File: src/rtl/driver_display_7seg_if.sv
// Bus between the display value source and the multiplexed 7-segment driver.
// The master presents the value and blanking mode; the slave drives the digit and segment lines.
interface driver_display_7seg_if #(
    parameter int unsigned in_length = 16
);
    localparam int unsigned N_DIGITS = in_length / 4;

    logic [in_length-1:0] valor;
    logic                 blank_zeros;
    logic [N_DIGITS-1:0]  an;
    logic [6:0]           seg;
    logic                 dp;
    logic                 frame;

    modport master (
        output valor,
        output blank_zeros,
        input  an,
        input  seg,
        input  dp,
        input  frame
    );

    modport slave (
        input  valor,
        input  blank_zeros,
        output an,
        output seg,
        output dp,
        output frame
    );
endinterface

File: src/rtl/driver_display_7seg.sv
// Time-multiplexed hex driver for a common-anode 7-segment display.
// The value is latched once per scan frame so a digit never changes mid-frame.
module driver_display_7seg #(
    parameter int unsigned in_length = 16,
    parameter int unsigned COUNT_MAX = 50000
) (
    input logic                  clk,
    input logic                  reset,
    driver_display_7seg_if.slave bus
);
    localparam int unsigned N_DIGITS = in_length / 4;
    localparam int unsigned CNT_W    = (COUNT_MAX > 1) ? $clog2(COUNT_MAX) : 1;
    localparam int unsigned IDX_W    = (N_DIGITS > 1) ? $clog2(N_DIGITS) : 1;
    localparam int unsigned SEG_W    = 7;

    localparam logic [CNT_W-1:0]    CNT_LAST = CNT_W'(COUNT_MAX - 1);
    localparam logic [IDX_W-1:0]    IDX_LAST = IDX_W'(N_DIGITS - 1);
    localparam logic [SEG_W-1:0]    SEG_OFF  = 7'h7F;
    localparam logic [N_DIGITS-1:0] AN_OFF   = {N_DIGITS{1'b1}};

    logic [CNT_W-1:0]     cnt;
    logic [IDX_W-1:0]     idx;
    logic [in_length-1:0] shadow;
    logic                 tick;
    logic                 frame_end;

    logic [3:0]           digit_nib;
    logic                 upper_zero;
    logic                 blank;
    logic [N_DIGITS-1:0]  an_nxt;
    logic [SEG_W-1:0]     seg_nxt;

    // Active-low {g,f,e,d,c,b,a} pattern for one hex nibble.
    function automatic logic [SEG_W-1:0] hex_to_seg(input logic [3:0] nib);
        logic [SEG_W-1:0] pat;
        case (nib)
            4'h0:    pat = 7'b1000000;
            4'h1:    pat = 7'b1111001;
            4'h2:    pat = 7'b0100100;
            4'h3:    pat = 7'b0110000;
            4'h4:    pat = 7'b0011001;
            4'h5:    pat = 7'b0010010;
            4'h6:    pat = 7'b0000010;
            4'h7:    pat = 7'b1111000;
            4'h8:    pat = 7'b0000000;
            4'h9:    pat = 7'b0010000;
            4'hA:    pat = 7'b0001000;
            4'hB:    pat = 7'b0000011;
            4'hC:    pat = 7'b1000110;
            4'hD:    pat = 7'b0100001;
            4'hE:    pat = 7'b0000110;
            default: pat = 7'b0001110;
        endcase
        return pat;
    endfunction

    assign tick      = (cnt == CNT_LAST);
    assign frame_end = tick && (idx == IDX_LAST);

    // Prescaler, digit index and per-frame value snapshot.
    always_ff @(posedge clk) begin
        if (reset) begin
            cnt    <= '0;
            idx    <= '0;
            shadow <= '0;
        end else begin
            cnt <= tick ? '0 : cnt + CNT_W'(1);
            if (tick) begin
                idx <= (idx == IDX_LAST) ? '0 : idx + IDX_W'(1);
            end
            if (frame_end) begin
                shadow <= bus.valor;
            end
        end
    end

    // Select the current nibble and decide whether it is a suppressed leading zero.
    always_comb begin
        digit_nib  = 4'h0;
        upper_zero = 1'b1;
        for (int i = 0; i < int'(N_DIGITS); i++) begin
            if (IDX_W'(i) == idx) begin
                digit_nib = shadow[4*i +: 4];
            end
            if ((i >= int'(idx)) && (shadow[4*i +: 4] != 4'h0)) begin
                upper_zero = 1'b0;
            end
        end
        blank = bus.blank_zeros && (idx != '0) && upper_zero;

        an_nxt  = ~(N_DIGITS'(1) << idx);
        seg_nxt = hex_to_seg(digit_nib);
        if (blank) begin
            an_nxt  = AN_OFF;
            seg_nxt = SEG_OFF;
        end
    end

    // Output registers: one cycle behind the index/shadow state.
    always_ff @(posedge clk) begin
        if (reset) begin
            bus.an    <= AN_OFF;
            bus.seg   <= SEG_OFF;
            bus.dp    <= 1'b1;
            bus.frame <= 1'b0;
        end else begin
            bus.an    <= an_nxt;
            bus.seg   <= seg_nxt;
            bus.dp    <= 1'b1;
            bus.frame <= frame_end;
        end
    end
endmodule

File: src/flat_wrapper.sv
// flat-port wrapper written by rule: the top's interface ports become plain ports
module driver_display_7seg_flat 
#(
    parameter int unsigned in_length = 16,
    parameter int unsigned COUNT_MAX = 50000
)
  (clk, reset, bus_valor, bus_blank_zeros, bus_an, bus_seg, bus_dp, bus_frame);
  driver_display_7seg_if #(.in_length(in_length)) bus_i ();
  input logic clk;
  input logic reset;
  input wire logic [$bits(bus_i.valor)-1:0] bus_valor;
  input wire logic [$bits(bus_i.blank_zeros)-1:0] bus_blank_zeros;
  output wire logic [$bits(bus_i.an)-1:0] bus_an;
  output wire logic [$bits(bus_i.seg)-1:0] bus_seg;
  output wire logic [$bits(bus_i.dp)-1:0] bus_dp;
  output wire logic [$bits(bus_i.frame)-1:0] bus_frame;
  assign bus_i.valor = bus_valor;
  assign bus_i.blank_zeros = bus_blank_zeros;
  assign bus_an = bus_i.an;
  assign bus_seg = bus_i.seg;
  assign bus_dp = bus_i.dp;
  assign bus_frame = bus_i.frame;
  driver_display_7seg #(.in_length(in_length), .COUNT_MAX(COUNT_MAX)) u_core (.clk(clk), .reset(reset), .bus(bus_i));
endmodule
File: config.mk
export PLATFORM = sky130hd
export DESIGN_NAME = driver_display_7seg_flat
export DESIGN_NICKNAME = d
export VERILOG_FILES = /design/src/rtl/driver_display_7seg_if.sv /design/src/rtl/driver_display_7seg.sv /design/src/flat_wrapper.sv
export SDC_FILE = /design/constraint.sdc
export NUM_CORES = 1
export LEC_CHECK = 0
export BUFFER_PORTS_ARGS = -buffer_cell sky130_fd_sc_hd__buf_2
export CAP_MARGIN = 15
export CORE_MARGIN = 5
export CORE_UTILIZATION = 51
export DETAILED_ROUTE_END_ITERATION = 16
export GPL_TIMING_DRIVEN = 0
export HOLD_SLACK_MARGIN = 0.05
export PLACE_DENSITY_LB_ADDON = 0.15
export SYNTH_ARGS = -nofsm -noshare
export SYNTH_HDL_FRONTEND = slang
export SYNTH_SLANG_ARGS = --single-unit
File: constraint.sdc
create_clock -name clk -period 2.5 [get_ports clk]
set_input_delay 0.25 -clock clk [delete_from_list [all_inputs] [get_ports clk]]
set_output_delay 0.25 -clock clk [all_outputs]
set_load 0.01 [all_outputs]
==> flow_summary.ini <==
[yosys]
syn_avg_cell_area_um2 = 8.753
synth_nets = 284
ys_seq_area_frac = 0.4158
syn-cell-area_um2 = 2215
yosys.area.top_type = dfxtp_1
synth_area_leaders = dfxtp_1 42%, ha_1 6.8%, nand3_1 5.4%
ys.flop_type = dfxtp_1
synth_top_area_frac = 0.4158
syn_inst = 253
synth_edf_count = 0
async_flop_share = 0
synth_cell_types = 45
synth-seq-cells = 46
ys.warnings.count = 0

[placement]
place_inst = 335
place_hpwl_um = 3284
pre_cts_slack_ns = -0.3942
gp_congestion = 0.8761
io_buffers = 30

[setup_path]
path_cells = inv_1 -> ha_1 -> nor2b_2 -> a221oi_2 -> a221oi_2 -> inv_1 -> ha_1 -> nor2_1 -> a211oi_1 -> o21ai_0
critPathKind = reg -> reg
reg2reg_depth = 10
rr_startpoint = u_core.idx[1]
rrSetupSlack_ns = 0.21
critPathMaxFanout = 9
worstSetupStartpointType = flop
reg2reg_to = u_core.bus.seg[3]
cpPeakStageDelay_ns = 0.39
worstPathArrival_ns = 2.45
crit_path_end_kind = flop
required_ns = 2.67
cp-endpoint = u_core.bus.seg[3]
critPathLaunch = u_core.idx[1]
cp_slowest_cell = dfxtp_2

[cells_and_area]
drive_gt1_frac = 0.2295
nets = 322
nFillCells = 410
multi_input_area_um2 = 1195
syn_to_final_growth_pct = 16.16
diodes = 0
regArea_um2 = 923.4
instances_no_fill = 344

[grt]
grt_pass1_wl_um = 7810
antenna_found_initial = 0
grt_pass1_vias = 1702
grt_max_degree = 14
grt_usage = 0.1758
overflow = 0

[timing]
fmax_mhz = 437.4
timing.final.crit_share = 0.9145
maxSlewViolCount = 0
hold_violations = 0
grt_setup_unrepaired = false
min_period_ns = 2.286
setup-violations-final = 0
setup_slack_ns = 0.2138
skew_ns = 0.008650

[floorplanning]
rows = 24
fp.dieW_um = 75.90
start_util = 0.5157
core_um2 = 4294
die_area_um2 = 5760
ioPinCount = 32
die_h_um = 75.90

[power_and_ir_drop]
total_power_mw = 1.259
peakVddDrop_v = 0.0003895
power.density_nw_per_um2 = 489.5
p_leak_nw = 1.002

[cts]
clock_latency_ns = 0.30
cts.clk_slew.worst_paths_ns = 0.08
tritoncts = yes
htree_levels = 2
clockRootBuffer = clkbuf_8
clock_path_buffers = 2
cts_sinks = 46
cts_made_buffers = 5

[drt]
top_layer_used = met4
drc = 0
vias_per_cell = 5.349
wl_per_cell_um = 13.18
met3_wirelength_um = 175
via_count = 1840
drt-met1-wl_um = 2238
wl_um = 4533
dr.pass1.iters = 4
routed-wl-met2_um = 2071
dr.first_iter.drc_count = 51
detail-route-antenna-nets = 0

[hold_path]
holdPathStages = 3
hp-class = in -> reg

[status]
status = complete, no violations

[flow_run]
cap_violations = 0
-- how the worst min path moves through the flow --
stage | start | to | slack [ns]
finish | bus_valor[8] | u_core.shadow[8] | 0.20
floorplan | bus_valor[6] | u_core.shadow[6] | 0.39
CTS | bus_valor[6] | u_core.shadow[6] | 0.20
global placement | u_core.shadow[3] | u_core.shadow[3] | 0.44
detailed placement | u_core.shadow[0] | u_core.shadow[0] | 0.45
global route | bus_valor[8] | u_core.shadow[8] | 0.19
-- logic make-up (layout without fill, tap and decap cells) --
group | count (synthesis) | in the layout | synth area share
and+or+nand+nor | 111 | 111 | 0.2661
muxes | 3 | 3 | 0.01356
buffers and inverters | 25 | 64 | 0.06045
DFF | 46 | 46 | 0.4158
xor gates and xnor gates | 14 | 14 | 0.05536
other | 1 | 1 | 0.001693
AOI/OAI and AO/OA | 41 | 41 | 0.1192
adders and majority gates | 12 | 12 | 0.06779
-- cell type report --
class	instances	area share
multi-input cells	182	0.4645
flip-flops and latches	46	0.3589
repair buffers	32	0.06420
plain buffers	13	0.03551
clock buffers	7	0.03356
well taps	52	0.02529
inverters	11	0.01605
clock inverters	1	0.001946
-- sequential cells by signal (all words and copies together) (netlist names) --
signal and count:
u_core.cnt 16, u_core.shadow 16, u_core.bus.seg 7, u_core.bus.an 4
u_core.idx 2, u_core.bus.frame 1
-- cells in the final DEF, fill, tap and decap left out, types with 2 or more instances in the layout --
cell and n:
xnor2_1 4, inv_1 11, buf_2 32, nand4_1 3
nand3b_1 2, nor4_1 2, clkbuf_8 7, and4_1 2
xor2_1 10, nor2b_1 3, mux2i_1 3, o21ai_0 4
nor3b_1 2, clkbuf_1 4, a221oi_2 4, dfxtp_2 2
a21oi_1 20, ha_1 11, a211oi_1 3, buf_6 2
buf_4 3, dfxtp_1 44, nand2_1 30, nor2_1 26
nand3_1 24, or2_2 3, clkbuf_2 2, a211o_1 2
o221ai_1 5
-- repair_timing --
action | 4_1_cts | 5_1_grt
setup buffers | 2 | 0
setup endpoints to repair | 7 | 17
resized for setup | 3 | 9
hold buffers | 0 | 0
-- Yosys cell counts (all sizes together) (2+ instances only) --
cell type,number
a211o,2
a211oi,4
a21oi,21
a221oi,4
and3,2
and4,2
buf,5
clkbuf,8
dfxtp,46
ha,12
inv,11
mux2i,3
nand2,30
nand3,25
nand3b,2
nand4,3
nor2,26
nor2b,4
nor3,2
nor3b,2
nor4,2
nor4b,2
o21ai,4
o221ai,5
or2,3
xnor2,4
xor2,10
-- critical path: cells and delay by family, from the launching register on --
family	cells	cell delay, ns
AND/OR/NAND/NOR	2	0.26
AO/OA/AOI/OAI	4	0.68
adder cells (fa/ha/maj)	2	0.63
buffers and inverters	2	0.22
flip-flops	1	0.39
-- power breakdown --
group	switching [mW]	internal, mW	leakage [nW]
registers	0.00471	0.742	0.375
logic	0.0280	0.0242	0.579
clock network	0.237	0.223	0.0482
-- metal layers --
layer  up-vias  GRT usage
met3         6    0.04354
met4         0    0.04660
met5         -          0
met2        25     0.2690
met1       859     0.2464
li1        950          -
-- through the flow --
stage | TNS (ns) | area, um^2 | util | hold WS, ns
after global routing | 0 | 2572 | 0.5991 | 0.1937
after CTS | 0 | 2550 | 0.5938 | 0.1956
final | 0 | 2572 | 0.5991 | 0.1954
after floorplan | 0 | 2215 | - | 0.3871
after detailed placement | -1.895 | 2430 | 0.5659 | 0.4493
after global placement | -1.911 | 2430 | 0.5659 | 0.4419
(Power assumes the default switching activity.)
